### src/rtl/load_store_unit_if.sv
// rtl/load_store_unit_if.sv - request/response and data-memory signals of the load/store unit
interface load_store_unit_if;
    logic        req_valid;
    logic        req_ready;
    logic        req_write;
    logic [2:0]  req_funct3;
    logic [31:0] req_addr;
    logic [31:0] req_wdata;
    logic        resp_valid;
    logic [31:0] resp_rdata;
    logic        resp_err;
    logic        busy;
    logic [31:0] mem_address;
    logic        mem_write;
    logic        mem_read;
    logic [31:0] mem_wdata;
    logic [2:0]  mem_store_sel;
    logic [31:0] mem_rdata;

    modport master (
        output req_valid, req_write, req_funct3, req_addr, req_wdata, mem_rdata,
        input  req_ready, resp_valid, resp_rdata, resp_err, busy,
        input  mem_address, mem_write, mem_read, mem_wdata, mem_store_sel
    );

    modport slave (
        input  req_valid, req_write, req_funct3, req_addr, req_wdata, mem_rdata,
        output req_ready, resp_valid, resp_rdata, resp_err, busy,
        output mem_address, mem_write, mem_read, mem_wdata, mem_store_sel
    );
endinterface

### src/rtl/load_store_unit.sv
// rtl/load_store_unit.sv - RV32I load/store sequencer splitting misaligned accesses into byte beats
module load_store_unit (
    input  logic             clk_in,
    input  logic             rst_in,
    load_store_unit_if.slave bus
);
    typedef enum logic [1:0] {IDLE, ACCESS, RESP} state_t;

    state_t      state, state_next;
    logic [1:0]  beat, beat_next;
    logic        op_write;
    logic [2:0]  op_funct3;
    logic [31:0] op_addr;
    logic [31:0] op_wdata;
    logic [31:0] asm_q;
    logic [31:0] resp_rdata_q;
    logic        resp_err_q;

    logic        req_legal;
    logic        op_misaligned;
    logic        last_beat;
    logic [1:0]  beat_last;
    logic [31:0] beat_addr;
    logic [7:0]  lane_byte;
    logic [31:0] asm_next;
    logic [31:0] raw_load;
    logic [31:0] ext_load;

    always_comb begin
        if (bus.req_write)
            req_legal = !bus.req_funct3[2] && (bus.req_funct3[1:0] != 2'd3);
        else
            req_legal = (bus.req_funct3[1:0] != 2'd3) && (bus.req_funct3 != 3'd6);
    end

    always_comb begin
        op_misaligned = ((op_funct3[1:0] == 2'd1) && op_addr[0]) ||
                        ((op_funct3[1:0] == 2'd2) && (op_addr[1:0] != 2'd0));
        if (!op_misaligned)
            beat_last = 2'd0;
        else if (op_funct3[1:0] == 2'd1)
            beat_last = 2'd1;
        else
            beat_last = 2'd3;
        last_beat = (beat == beat_last);
        // byte beats walk upward and wrap naturally at 2^32
        beat_addr = op_misaligned ? op_addr + {30'd0, beat} : op_addr;
    end

    always_comb begin
        bus.mem_read      = 1'b0;
        bus.mem_write     = 1'b0;
        bus.mem_address   = 32'd0;
        bus.mem_wdata     = 32'd0;
        bus.mem_store_sel = 3'd0;
        if (state == ACCESS) begin
            bus.mem_read    = !op_write;
            bus.mem_write   = op_write;
            bus.mem_address = beat_addr;
            if (op_misaligned) begin
                bus.mem_store_sel = 3'd0;
                bus.mem_wdata     = {24'd0, op_wdata[{beat, 3'b000} +: 8]};
            end else begin
                bus.mem_store_sel = {1'b0, op_funct3[1:0]};
                bus.mem_wdata     = op_wdata;
            end
        end
    end

    always_comb begin
        lane_byte = bus.mem_rdata[{beat_addr[1:0], 3'b000} +: 8];
        asm_next = asm_q;
        asm_next[{beat, 3'b000} +: 8] = lane_byte;
        if (op_misaligned) begin
            raw_load = asm_next;
        end else begin
            case (op_funct3[1:0])
                2'd0:    raw_load = {24'd0, lane_byte};
                2'd1:    raw_load = {16'd0, bus.mem_rdata[{op_addr[1], 4'b0000} +: 16]};
                default: raw_load = bus.mem_rdata;
            endcase
        end
        case (op_funct3)
            3'd0:    ext_load = {{24{raw_load[7]}}, raw_load[7:0]};
            3'd1:    ext_load = {{16{raw_load[15]}}, raw_load[15:0]};
            3'd4:    ext_load = {24'd0, raw_load[7:0]};
            3'd5:    ext_load = {16'd0, raw_load[15:0]};
            default: ext_load = raw_load;
        endcase
    end

    always_ff @(posedge clk_in or posedge rst_in) begin
        if (rst_in) begin
            state <= IDLE;
            beat  <= 2'd0;
        end else begin
            state <= state_next;
            beat  <= beat_next;
        end
    end

    always_comb begin
        state_next = state;
        beat_next  = beat;
        case (state)
            IDLE: begin
                if (bus.req_valid) begin
                    state_next = req_legal ? ACCESS : RESP;
                    beat_next  = 2'd0;
                end
            end
            ACCESS: begin
                if (last_beat) begin
                    state_next = RESP;
                    beat_next  = 2'd0;
                end else begin
                    beat_next = beat + 2'd1;
                end
            end
            RESP:    state_next = IDLE;
            default: state_next = IDLE;
        endcase
    end

    always_ff @(posedge clk_in or posedge rst_in) begin
        if (rst_in) begin
            op_write     <= 1'b0;
            op_funct3    <= 3'd0;
            op_addr      <= 32'd0;
            op_wdata     <= 32'd0;
            asm_q        <= 32'd0;
            resp_rdata_q <= 32'd0;
            resp_err_q   <= 1'b0;
        end else begin
            case (state)
                IDLE: begin
                    if (bus.req_valid) begin
                        op_write  <= bus.req_write;
                        op_funct3 <= bus.req_funct3;
                        op_addr   <= bus.req_addr;
                        op_wdata  <= bus.req_wdata;
                        asm_q     <= 32'd0;
                        if (!req_legal) begin
                            resp_rdata_q <= 32'd0;
                            resp_err_q   <= 1'b1;
                        end
                    end
                end
                ACCESS: begin
                    asm_q <= asm_next;
                    if (last_beat) begin
                        resp_rdata_q <= op_write ? 32'd0 : ext_load;
                        resp_err_q   <= 1'b0;
                    end
                end
                default: ;
            endcase
        end
    end

    assign bus.req_ready  = (state == IDLE) && !rst_in;
    assign bus.resp_valid = (state == RESP);
    assign bus.busy       = (state != IDLE);
    assign bus.resp_rdata = resp_rdata_q;
    assign bus.resp_err   = resp_err_q;
endmodule

### src/flat_wrapper.sv
// flat-port wrapper written by rule: the top's interface ports become plain ports
module load_store_unit_flat 
  (clk_in, rst_in, bus_req_valid, bus_req_write, bus_req_funct3, bus_req_addr, bus_req_wdata, bus_mem_rdata, bus_req_ready, bus_resp_valid, bus_resp_rdata, bus_resp_err, bus_busy, bus_mem_address, bus_mem_write, bus_mem_read, bus_mem_wdata, bus_mem_store_sel);
  load_store_unit_if bus_i ();
  input  logic clk_in;
  input  logic rst_in;
  input wire logic [$bits(bus_i.req_valid)-1:0] bus_req_valid;
  input wire logic [$bits(bus_i.req_write)-1:0] bus_req_write;
  input wire logic [$bits(bus_i.req_funct3)-1:0] bus_req_funct3;
  input wire logic [$bits(bus_i.req_addr)-1:0] bus_req_addr;
  input wire logic [$bits(bus_i.req_wdata)-1:0] bus_req_wdata;
  input wire logic [$bits(bus_i.mem_rdata)-1:0] bus_mem_rdata;
  output wire logic [$bits(bus_i.req_ready)-1:0] bus_req_ready;
  output wire logic [$bits(bus_i.resp_valid)-1:0] bus_resp_valid;
  output wire logic [$bits(bus_i.resp_rdata)-1:0] bus_resp_rdata;
  output wire logic [$bits(bus_i.resp_err)-1:0] bus_resp_err;
  output wire logic [$bits(bus_i.busy)-1:0] bus_busy;
  output wire logic [$bits(bus_i.mem_address)-1:0] bus_mem_address;
  output wire logic [$bits(bus_i.mem_write)-1:0] bus_mem_write;
  output wire logic [$bits(bus_i.mem_read)-1:0] bus_mem_read;
  output wire logic [$bits(bus_i.mem_wdata)-1:0] bus_mem_wdata;
  output wire logic [$bits(bus_i.mem_store_sel)-1:0] bus_mem_store_sel;
  assign bus_i.req_valid = bus_req_valid;
  assign bus_i.req_write = bus_req_write;
  assign bus_i.req_funct3 = bus_req_funct3;
  assign bus_i.req_addr = bus_req_addr;
  assign bus_i.req_wdata = bus_req_wdata;
  assign bus_i.mem_rdata = bus_mem_rdata;
  assign bus_req_ready = bus_i.req_ready;
  assign bus_resp_valid = bus_i.resp_valid;
  assign bus_resp_rdata = bus_i.resp_rdata;
  assign bus_resp_err = bus_i.resp_err;
  assign bus_busy = bus_i.busy;
  assign bus_mem_address = bus_i.mem_address;
  assign bus_mem_write = bus_i.mem_write;
  assign bus_mem_read = bus_i.mem_read;
  assign bus_mem_wdata = bus_i.mem_wdata;
  assign bus_mem_store_sel = bus_i.mem_store_sel;
  load_store_unit u_core (.clk_in(clk_in), .rst_in(rst_in), .bus(bus_i));
endmodule
### config.mk
export PLATFORM = sky130hd
export DESIGN_NAME = load_store_unit_flat
export DESIGN_NICKNAME = d
export VERILOG_FILES = /design/src/rtl/load_store_unit_if.sv /design/src/rtl/load_store_unit.sv /design/src/flat_wrapper.sv
export SDC_FILE = /design/constraint.sdc
export NUM_CORES = 1
export LEC_CHECK = 0
export CAP_MARGIN = 15
export CORE_MARGIN = 2
export CORE_UTILIZATION = 30
export DETAILED_ROUTE_END_ITERATION = 10
export HOLD_SLACK_MARGIN = 0.08
export SLEW_MARGIN = 5
export SYNTH_ARGS = -nofsm -noshare
export SYNTH_HDL_FRONTEND = slang
export SYNTH_SLANG_ARGS = --single-unit
### constraint.sdc
create_clock -name clk_in -period 6.35 [get_ports clk_in]
set_input_delay 0.9525 -clock clk_in [delete_from_list [all_inputs] [get_ports clk_in]]
set_output_delay 0.9525 -clock clk_in [all_outputs]
set_load 0.01 [all_outputs]
==> flow_summary.yaml <==
run_status:
  status: "completed"
cells_and_area:
  drive_gt1_share_pct: 12.7
  n_fill_cell: 2642
  ff_latch_area_sq_um: 3430
  diodes: 0
  final_nets: 1118
  multi_input_area_sq_um: 4290
  syn_to_final_growth_pct: 35.6
logic_synthesis:
  ys_ff_latch: 137
  synth.most_common_cell: "dfrtp_1"
  synth_area_leaders: "dfrtp_1 42%, mux2_2 8.7%, a22o_1 5.3%"
  synth_common_cells: "137 x dfrtp_1, 75 x nor2_1, 72 x a21oi_1, 63 x mux2_2, 49 x a22o_1"
  synthFlopType: "dfrtp_1"
  yosysSeqAreaShare_pct: 42.2
  synthCells: 825
  synth.net_count: 936
  yosysTopAreaCell: "dfrtp_1"
  synthesis.area_sq_um: 8130
  synth.top_cell.area_share_pct: 42.2
  ys_types: 70
  synthArstFlopShare_pct: 100
  avgSynthCellArea_sq_um: 9.85
  yosysWarnings: 0
  synth_edf_count: 0
global_routing:
  grt_pass1_vias: 7674
  grt_start_max_net_pins: 90
  grt_overflow: 0
  antenna_found_initial: 0
  grt_pass1_wl_um: 42900
  gr-usage-all-layers_pct: 19.3
detailed_routing:
  vias: 7485
  ant_nets: 0
  viasPerCell: 5.50
  routedWlPerCell_um: 20.1
  routed_wl_um: 27300
  drc: 0
  drt_first_pass_iters: 5
  drtIter0Drc: 540
worst_setup_path:
  slowest_delay_ps: 590
  startpoint_type: "flip-flop"
  startpoint: "u_core.op_funct3[1]"
  cp_max_fo: 50
  path_cells: "buf_4 -> and2b_1 -> a22o_1 -> and3_1 -> nand4_1 -> xor2_1 -> nor2_1 -> clkdlybuf4s50_1"
  reg2reg_slack_ps: 2790
  rr_startpoint: "u_core.beat[1]"
  regToRegEndpoint: "u_core.bus.resp_rdata[10]"
  cp-end-kind: "output pin"
  crit_type: "flip-flop to output pin"
  r2r_cells: 7
  crit_arrival_ps: 3660
  cp_slowest_cell: "and3_1"
  crit_family: "simple AND/OR/NAND/NOR gates"
  worst-path-buf-inv: 2
  worst_ep_required_time_ps: 5400
power_and_ir_drop:
  p_leak_nw: 4.49
  finalPower_mw: 5.36
  vdd_drop_max_mv: 0.204
  p_per_area_nw_per_um2: 487
floorplanning:
  coreArea_sq_um: 26800
  rows: 60
  dieArea_sq_um: 28400
  die_width_um: 169
  io_pins: 208
  initial_utilization_pct: 30.3
  die_h_um: 169
clock_tree:
  cts_root_buf: "clkbuf_16"
  numCtsBuffers: 17
  h-tree-depth: 4
  cts_sinks: 137
  cts_setup_buffers: 0
  clock_path_buffers: 2
  path_clk_slew_ps: 60
  post_cts_resized: 0
  cts_hold_buf: 0
  clock_latency_ps: 430
  cts_tree: "yes"
timing:
  slew_headroom_pct: 28.8
  maxSlewViolCount: 0
  rsz0062_at_grt: "false"
  fin_crit_ps: 4610
  worstMarginPinSlew_ps: 1060
  hold_violations: 0
  period_share_pct: 72.6
  fmaxAchievable_ghz: 0.217
  clock_skew_ps: 11.2
  final.setup.tns_ps: 0
  setup_viol: 0
flow_run:
  drv_cap: 0
min_path:
  hold_depth: 2
  holdPathEnd: "u_core.bus.resp_rdata[4]"
  min_path_type: "flip-flop to flip-flop"
  min_from: "u_core.bus.resp_rdata[4]"
placed_design:
  portBuffers: 206
  hpwlAfterDp_um: 19600
  place_congestion: 0.873
[report_power, final]
group,switching [mW],internal [mW],total [mW]
Clock,0.433,0.558,0.991
Combinational,1.61,1.28,2.89
Sequential,0.297,1.19,1.48
Total,2.34,3.02,5.36
[worst max-delay path by stage]
| stage | slack, ps | cells after the start | end |
|---|---|---|---|
| floorplan | 1730 | 1 | u_core.asm_q[0] |
| global placement | 2240 | 9 | bus_mem_address[13] |
| CTS | 1720 | 9 | bus_mem_address[13] |
| global route | 1480 | 8 | bus_mem_address[28] |
| detailed placement | 2180 | 9 | bus_mem_address[13] |
| finish | 1740 | 8 | bus_mem_address[30] |
[cell families (layout without fill, tap and decap cells)]
family	after synthesis	count (layout)	synth area share, %
xor+xnor	28	28	3.02
simple gates	226	226	13.9
flops	137	137	42.2
mux	86	86	12.6
other cells	1	1	0.0461
buf+inv	91	286	5.13
fa+ha+maj	8	8	1.32
compound gates	248	248	21.7
[registers in the layout, summed over array words and instances, names as in the netlist]
register               cells
u_core.bus.resp_rdata     32
u_core.beat                2
u_core.asm_q              32
u_core.op_wdata           32
u_core.op_write            1
u_core.op_addr            32
u_core.op_funct3           3
u_core.state               2
u_core.bus.resp_err        1
[per-layer routing]
layer	global-route usage (%)	up-vias	routed length, um
li1	-	3423	-
met1	26.4	3663	12100
met2	29.1	362	11900
met3	6.73	37	2810
met4	5.40	0	522
met5	0	-	0
[cell type report]
cell class                      count  area share [%]
Timing Repair Buffer              218            19.5
Inverter                           36            1.27
Tap cell                          341            3.87
Sequential cell                   137            31.1
Clock buffer                       18            3.98
Multi-Input combinational cell    597            39.0
Clock inverter                     14            1.26
[layout by cell type (no fill, tap or decap), types with 20 or more instances in the layout]
cell type | Yosys | final
a22o_1 | 49 | 49
dfrtp_1 | 137 | 137
and3_1 | 31 | 31
clkdlybuf4s50_1 | 0 | 206
inv_1 | 36 | 35
mux2_2 | 63 | 63
o21ai_0 | 33 | 33
nor2_1 | 75 | 74
nand2_1 | 42 | 42
xor2_1 | 20 | 20
a21oi_1 | 72 | 72
[metrics by stage]
step	worst slack [ps]	instance area, sq um	hold slack [ps]	utilization, %	instances
4_1_cts	1720	11000	502	41.1	1360
5_1_grt	1480	11000	520	41.1	1361
3_5_place_dp	2180	10400	484	38.9	1328
6_report	1740	11000	494	41.1	1361
2_1_floorplan	1730	8130	443	-	825
3_3_place_gp	2240	10400	479	38.9	1327
[worst reg2reg max path: cells and delay by family (launching register included)]
family | cells | cell delay (ps)
flops | 1 | 820
compound gates | 3 | 740
mux | 1 | 660
simple gates | 2 | 620
fa+ha+maj | 1 | 560
Power figures use the tool's default switching activity.
